<file path="config.mk">
export PLATFORM = sky130hd
export DESIGN_NAME = sram_1rw_hs_wrap
export DESIGN_NICKNAME = d
export VERILOG_FILES = /design/src/rtl/sram_1rw_hs_wrap.sv
export SDC_FILE = /design/constraint.sdc
export NUM_CORES = 1
export LEC_CHECK = 0
export BUFFER_PORTS_ARGS = -buffer_cell sky130_fd_sc_hd__buf_2
export CAP_MARGIN = 20
export CORE_UTILIZATION = 45
export CTS_BUF_LIST = sky130_fd_sc_hd__clkbuf_4
export DETAILED_ROUTE_END_ITERATION = 10
export HOLD_SLACK_MARGIN = 0.02
export MAX_ROUTING_LAYER = met4
export PLACE_DENSITY = 0.79
export SLEW_MARGIN = 20
export SYNTH_ARGS = -nofsm -noshare
export SYNTH_HDL_FRONTEND = slang
export SYNTH_SLANG_ARGS = --single-unit
</file>
<file path="constraint.sdc">
create_clock -name clk_i -period 2.1 [get_ports clk_i]
set_input_delay 0.63 -clock clk_i [delete_from_list [all_inputs] [get_ports clk_i]]
set_output_delay 0.63 -clock clk_i [all_outputs]
set_load 0.02 [all_outputs]
</file>
<file path="src/rtl/sram_1rw_hs_wrap.sv">
// sram_1rw_hs_wrap
//   Wraps one 1RW SRAM macro behind a valid/ready request port. The macro
//   clock is generated by dividing clk_i by CLK_DIV. Macro inputs only change
//   on slot edges: the clk_i edge that ends the divider's last count. The
//   macro therefore samples stable inputs on its rising edge, which falls
//   mid-period. Read data is captured RD_WAIT macro periods after launch
//   and then held.
//
//   Optional feature macro: SRAM_PERF_CNT_EN adds the saturating read and
//   write counters rd_cnt_o and wr_cnt_o.
//
// Ports
//   clk_i, rst_n_i        system clock, async active-low reset
//   req_*_i / req_ready_o request port; ready only while idle
//   rd_data_o             last captured read data, held between reads
//   rd_valid_o            one-cycle pulse when rd_data_o is updated
//   wr_done_o             one-cycle pulse when a write is committed
//   sram_*_o, sram_dout_i macro interface; din/dout carry an unused spare MSB
//   rd_cnt_o, wr_cnt_o    completed reads/writes (SRAM_PERF_CNT_EN only)
//
// State | meaning
//   IDLE   | ready for a request
//   LAUNCH | request latched, waiting for the next slot edge to drive the macro
//   ACCESS | csb low for one macro period
//   WAIT   | read in flight, waiting for the capture slot edge
module sram_1rw_hs_wrap #(
    parameter int DATA_WIDTH = 64,
    parameter int ADDR_WIDTH = 10,
    parameter int NUM_WMASKS = 8,
    parameter int CLK_DIV    = 4,
    parameter int RD_WAIT    = 2
) (
    input  logic                  clk_i,
    input  logic                  rst_n_i,
    input  logic                  req_valid_i,
    output logic                  req_ready_o,
    input  logic                  req_we_i,
    input  logic [ADDR_WIDTH-1:0] req_addr_i,
    input  logic [DATA_WIDTH-1:0] req_wdata_i,
    input  logic [NUM_WMASKS-1:0] req_wmask_i,
    output logic [DATA_WIDTH-1:0] rd_data_o,
    output logic                  rd_valid_o,
    output logic                  wr_done_o,
    output logic                  sram_clk_o,
    output logic                  sram_csb_o,
    output logic                  sram_web_o,
    output logic [NUM_WMASKS-1:0] sram_wmask_o,
    output logic                  sram_spare_wen_o,
    output logic [ADDR_WIDTH-1:0] sram_addr_o,
    output logic [DATA_WIDTH:0]   sram_din_o,
    input  logic [DATA_WIDTH:0]   sram_dout_i
`ifdef SRAM_PERF_CNT_EN
    ,
    output logic [31:0]           rd_cnt_o,
    output logic [31:0]           wr_cnt_o
`endif
);

    typedef enum logic [1:0] {IDLE, LAUNCH, ACCESS, WAIT} state_e;

    localparam int DCW = $clog2(CLK_DIV);
    localparam int WCW = (RD_WAIT > 1) ? $clog2(RD_WAIT) : 1;
    localparam logic [DCW-1:0] DIV_LAST = DCW'(CLK_DIV - 1);
    localparam logic [DCW-1:0] DIV_HALF = DCW'(CLK_DIV / 2);

    state_e                state_q, state_d;
    logic [DCW-1:0]        div_cnt_q, div_cnt_d;
    logic                  sram_clk_q, sram_clk_d;
    logic [WCW-1:0]        wait_q, wait_d;
    logic                  we_q, we_d;
    logic [ADDR_WIDTH-1:0] addr_q, addr_d;
    logic [DATA_WIDTH-1:0] wdata_q, wdata_d;
    logic [NUM_WMASKS-1:0] wmask_q, wmask_d;
    logic                  csb_q, csb_d;
    logic                  web_q, web_d;
    logic [NUM_WMASKS-1:0] mwmask_q, mwmask_d;
    logic [ADDR_WIDTH-1:0] maddr_q, maddr_d;
    logic [DATA_WIDTH:0]   din_q, din_d;
    logic [DATA_WIDTH-1:0] rd_data_q, rd_data_d;
    logic                  rd_valid_q, rd_valid_d;
    logic                  wr_done_q, wr_done_d;
    logic                  slot;
    logic                  unused_dout_spare;

    assign slot              = (div_cnt_q == DIV_LAST);
    assign unused_dout_spare = sram_dout_i[DATA_WIDTH];

    always_comb begin
        state_d    = state_q;
        div_cnt_d  = slot ? '0 : div_cnt_q + 1'b1;
        // Registered from the next count so sram_clk_q always equals
        // (div_cnt_q >= CLK_DIV/2) without a combinational output.
        sram_clk_d = (div_cnt_d >= DIV_HALF);
        wait_d     = wait_q;
        we_d       = we_q;
        addr_d     = addr_q;
        wdata_d    = wdata_q;
        wmask_d    = wmask_q;
        csb_d      = csb_q;
        web_d      = web_q;
        mwmask_d   = mwmask_q;
        maddr_d    = maddr_q;
        din_d      = din_q;
        rd_data_d  = rd_data_q;
        rd_valid_d = 1'b0;
        wr_done_d  = 1'b0;

        unique case (state_q)
            IDLE: begin
                if (req_valid_i) begin
                    we_d    = req_we_i;
                    addr_d  = req_addr_i;
                    wdata_d = req_wdata_i;
                    wmask_d = req_wmask_i;
                    state_d = LAUNCH;
                end
            end
            LAUNCH: begin
                if (slot) begin
                    csb_d    = 1'b0;
                    web_d    = ~we_q;
                    maddr_d  = addr_q;
                    din_d    = {1'b0, wdata_q};
                    mwmask_d = wmask_q;
                    state_d  = ACCESS;
                end
            end
            ACCESS: begin
                if (slot) begin
                    csb_d = 1'b1;
                    web_d = 1'b1;
                    if (we_q) begin
                        wr_done_d = 1'b1;
                        state_d   = IDLE;
                    end else if (RD_WAIT == 1) begin
                        rd_data_d  = sram_dout_i[DATA_WIDTH-1:0];
                        rd_valid_d = 1'b1;
                        state_d    = IDLE;
                    end else begin
                        wait_d  = WCW'(RD_WAIT - 1);
                        state_d = WAIT;
                    end
                end
            end
            WAIT: begin
                if (slot) begin
                    if (wait_q == WCW'(1)) begin
                        rd_data_d  = sram_dout_i[DATA_WIDTH-1:0];
                        rd_valid_d = 1'b1;
                        state_d    = IDLE;
                    end else begin
                        wait_d = wait_q - 1'b1;
                    end
                end
            end
            default: state_d = IDLE;
        endcase
    end

    always_ff @(posedge clk_i or negedge rst_n_i) begin
        if (!rst_n_i) begin
            state_q    <= IDLE;
            div_cnt_q  <= '0;
            sram_clk_q <= 1'b0;
            wait_q     <= '0;
            we_q       <= 1'b0;
            addr_q     <= '0;
            wdata_q    <= '0;
            wmask_q    <= '0;
            csb_q      <= 1'b1;
            web_q      <= 1'b1;
            mwmask_q   <= '0;
            maddr_q    <= '0;
            din_q      <= '0;
            rd_data_q  <= '0;
            rd_valid_q <= 1'b0;
            wr_done_q  <= 1'b0;
        end else begin
            state_q    <= state_d;
            div_cnt_q  <= div_cnt_d;
            sram_clk_q <= sram_clk_d;
            wait_q     <= wait_d;
            we_q       <= we_d;
            addr_q     <= addr_d;
            wdata_q    <= wdata_d;
            wmask_q    <= wmask_d;
            csb_q      <= csb_d;
            web_q      <= web_d;
            mwmask_q   <= mwmask_d;
            maddr_q    <= maddr_d;
            din_q      <= din_d;
            rd_data_q  <= rd_data_d;
            rd_valid_q <= rd_valid_d;
            wr_done_q  <= wr_done_d;
        end
    end

    assign req_ready_o      = (state_q == IDLE);
    assign rd_data_o        = rd_data_q;
    assign rd_valid_o       = rd_valid_q;
    assign wr_done_o        = wr_done_q;
    assign sram_clk_o       = sram_clk_q;
    assign sram_csb_o       = csb_q;
    assign sram_web_o       = web_q;
    assign sram_wmask_o     = mwmask_q;
    assign sram_spare_wen_o = 1'b0;
    assign sram_addr_o      = maddr_q;
    assign sram_din_o       = din_q;

`ifdef SRAM_PERF_CNT_EN
    logic [31:0] rd_cnt_q, wr_cnt_q;

    always_ff @(posedge clk_i or negedge rst_n_i) begin
        if (!rst_n_i) begin
            rd_cnt_q <= '0;
            wr_cnt_q <= '0;
        end else begin
            if (rd_valid_q && (rd_cnt_q != 32'hFFFF_FFFF)) rd_cnt_q <= rd_cnt_q + 32'd1;
            if (wr_done_q && (wr_cnt_q != 32'hFFFF_FFFF)) wr_cnt_q <= wr_cnt_q + 32'd1;
        end
    end

    assign rd_cnt_o = rd_cnt_q;
    assign wr_cnt_o = wr_cnt_q;
`endif

endmodule

</file>
==> results.txt <==
CTS buffer count: 58
CTS tree: yes
Yosys cell types: 27
DRC Markers: 0
Leakage: 6.101 nW
Die width: 147.1 microns
Routability cong.: 0.7487
Final setup fails: 0
CTS clk-pin slew, worst paths: 0.07 ns
First-pass GRT wire length: 31.60 mm
Starting Density: 46.34%
Vert. Die Dim: 147.1 microns
Final Hold Vio Count: 0
RSZ-0062 raised after global routing: false
Post-Syn Area: 0.009468 sq mm
Worst endpoint data arrival time: 1.34 ns
HP Start: req_wdata_i[34]
Post-DRT Antenna Nets: 0
Maximum clock insertion buffer count: 3
Mean Syn Cell Area: 18.24 sq um
Vias in the first global route: 6079
CP Depth: 1
Synthesis-to-finish area growth: 26.72%
Tmin final: 1.973 ns
Skew final: 0.02805 ns
Slowest cell on crit path: dfstp_2
Dpl hpwl: 13.24 mm
Hold path depth: 2
CP Buf/Inv Count: 1
H-tree depth: 2
CP required: 1.47 ns
Final Max Tran Viols: 0
Hold EP: wdata_q[34]$_DFFE_PN0P_
Layout cells sized above 1: 70.22%
CTS Root Cell: clkbuf_4
CP Capture Type: output port
First-pass iteration count of the detailed router: 4
Setup TNS: 0 ns
Aggregate global-route resource usage: 18.93%
Initial antenna violation count: 1
CTS sink cnt: 238
CP cell instances: buf_2
Period utilisation layout: 93.94%
Site row count: 52
Detailed Route WL: 19.31 mm
R2r endpoint: rd_data_o[13]$_DFFE_PN0P_
Reg2reg start: div_cnt_q[1]$_DFF_PN0_
Die area: 0.02162 sq mm
Flops & latches, synth: 238
Hold crit path type: primary input to register
Via density: 4.746
Critical Path Fanout Max: 3
Synth Warn #: 0
Largest net degree at the start of global routing: 55
MaxCap Viol Count: 0
Worst R2R Setup Slack: 0.29 ns
Num ports: 305
Syn Inst Count: 519
Wire length per cell: 16.35 microns
VDD IR max: 0.0007371 V
FF-to-FF path depth: 4
Cell Pwr Density: 1579 mW/mm^2
Std-Cell Core Area: 0.02043 sq mm
CP max stage delay: 0.54 ns
Port bufs: 301
Nets: 1022
WS Path Type: register to output port
Via count: 5605
Place WS: 0.2200 ns
Grt total ovfl: 0
Clock Latency Late Sink: 0.65 ns
Family with the most delay on the worst path: flip-flops
Sequential share of the synthesized area: 62.93%
Status: complete, no violations
Max Freq: 0.5069 GHz
CP Launch Type: register
DRT iter0 DRCs: 121
Setup ws final: 0.1273 ns
-- repair_timing --
action | CTS | global route
buffers inserted | 2 | 0
endpoints found under the hold margin | 36 | 0
setup endpoints to repair | 1 | 1
hold buffers | 1 | 0
gates resized for setup | 2 | 1
-- cells in the final DEF, fill, tap and decap left out, types with 2 or more instances in the layout --
cell and count:
dfrtp_2 2, mux2_2 109, buf_2 299, buf_4 8
mux2_4 120, ha_1 2, a311o_1 2, conb_1 2
buf_12 9, a21oi_1 2, clkinv_1 15, dfrtp_1 234
nor2_1 2, nor4bb_1 2, clkbuf_4 82, dfstp_2 2
inv_2 2
-- cells in the mapped netlist --
cell,instances,area [sq um]
a21oi_1,2,10.01
nor4bb_1,2,20.02
and4_4,1,11.26
dfrtp_1,236,5906
nor3b_2,1,12.51
buf_12,5,100.1
conb_1,1,3.750
nor2_1,2,7.510
a21bo_2,1,10.01
ha_1,2,25.02
clkbuf_1,1,3.750
a21o_1,1,7.510
mux2_2,109,1227
a311o_1,2,20.02
dfstp_2,2,52.55
a221o_1,1,10.01
inv_1,1,3.750
buf_6,8,90.09
and4_1,1,8.760
mux2_4,120,1802
buf_4,12,90.09
o2bb2ai_1,1,8.760
buf_2,3,15.01
nand3_1,1,5.000
nand2b_1,1,6.260
nand3b_1,1,7.510
nand2_1,1,3.750
-- per-layer routing --
metal | GRT usage (%) | part of all wire [%]
met5 | - | 0
met4 | 6.289 | 1.9
met3 | 5.373 | 6.8
met2 | 30.28 | 50
met1 | 23.09 | 42
-- final cells by class --
class | instances | area, sq um
inverters | 1 | 3.754
multi-input cells | 252 | 3217
clock inverters | 19 | 98.84
flip-flops and latches | 238 | 5961
clock buffers | 82 | 615.6
diodes | 1 | 2.502
repair buffers | 318 | 1762
fillers | 1603 | 8432
well taps | 270 | 337.8
-- cell families (layout without fill, tap and decap cells) --
group / after synthesis / after routing / share of synthesized area [%]
buf+inv: 30 / 420 / 3.198
flops: 238 / 238 / 62.93
fa+ha+maj: 2 / 2 / 0.2643
other cells: 1 / 3 / 0.03961
simple gates: 11 / 11 / 0.8722
mux: 229 / 229 / 31.99
compound gates: 8 / 8 / 0.7005
-- sequential cells by signal, indices dropped and copies added (netlist names), 2 cells and up --
| signal | cells |
|---|---|
| addr_q | 10 |
| div_cnt_q | 2 |
| rd_data_o | 64 |
| sram_addr_o | 10 |
| sram_din_o | 64 |
| sram_wmask_o | 8 |
| state_q | 2 |
| wdata_q | 64 |
| wmask_q | 8 |
-- where the power goes --
| part | internal, W | total [W] | leakage (nW) | switching (W) |
|---|---|---|---|---|
| Combinational | 0.00367 | 0.00720 | 2.86 | 0.00353 |
| Clock | 0.00191 | 0.00363 | 0.427 | 0.00172 |
| Sequential | 0.00689 | 0.00811 | 2.82 | 0.00122 |
| Total | 0.0125 | 0.0189 | 6.10 | 0.00647 |
-- through the flow --
stage                     utilization, %  instance area [sq um]  cells  hold WS [ns]  power (W)
final                              58.73                  12000   1181        0.2097    0.01894
after detailed placement           55.07                  11250   1076        0.4554    0.01539
after global routing               58.73                  12000   1181        0.1343    0.02010
after global placement             55.07                  11250   1076        0.4470    0.01509
after floorplan                        -                   9472    520        0.3344    0.01292
after CTS                          58.70                  11990   1180        0.1313    0.01920
-- worst max-delay path by stage --
stage                                end                   start  slack [ns]
4_1_cts                       sram_web_o  sram_web_o$_DFFE_PN1P_        0.02
3_5_place_dp      wdata_q[4]$_DFFE_PN0P_             req_valid_i        0.22
2_1_floorplan  rd_data_o[15]$_DFFE_PN0P_  div_cnt_q[1]$_DFF_PN0_        0.41
6_report                      sram_csb_o  sram_csb_o$_DFFE_PN1P_        0.13
5_1_grt                       sram_csb_o  sram_csb_o$_DFFE_PN1P_       0.008
3_3_place_gp     wdata_q[43]$_DFFE_PN0P_             req_valid_i        0.26
(Power assumes the default switching activity.)
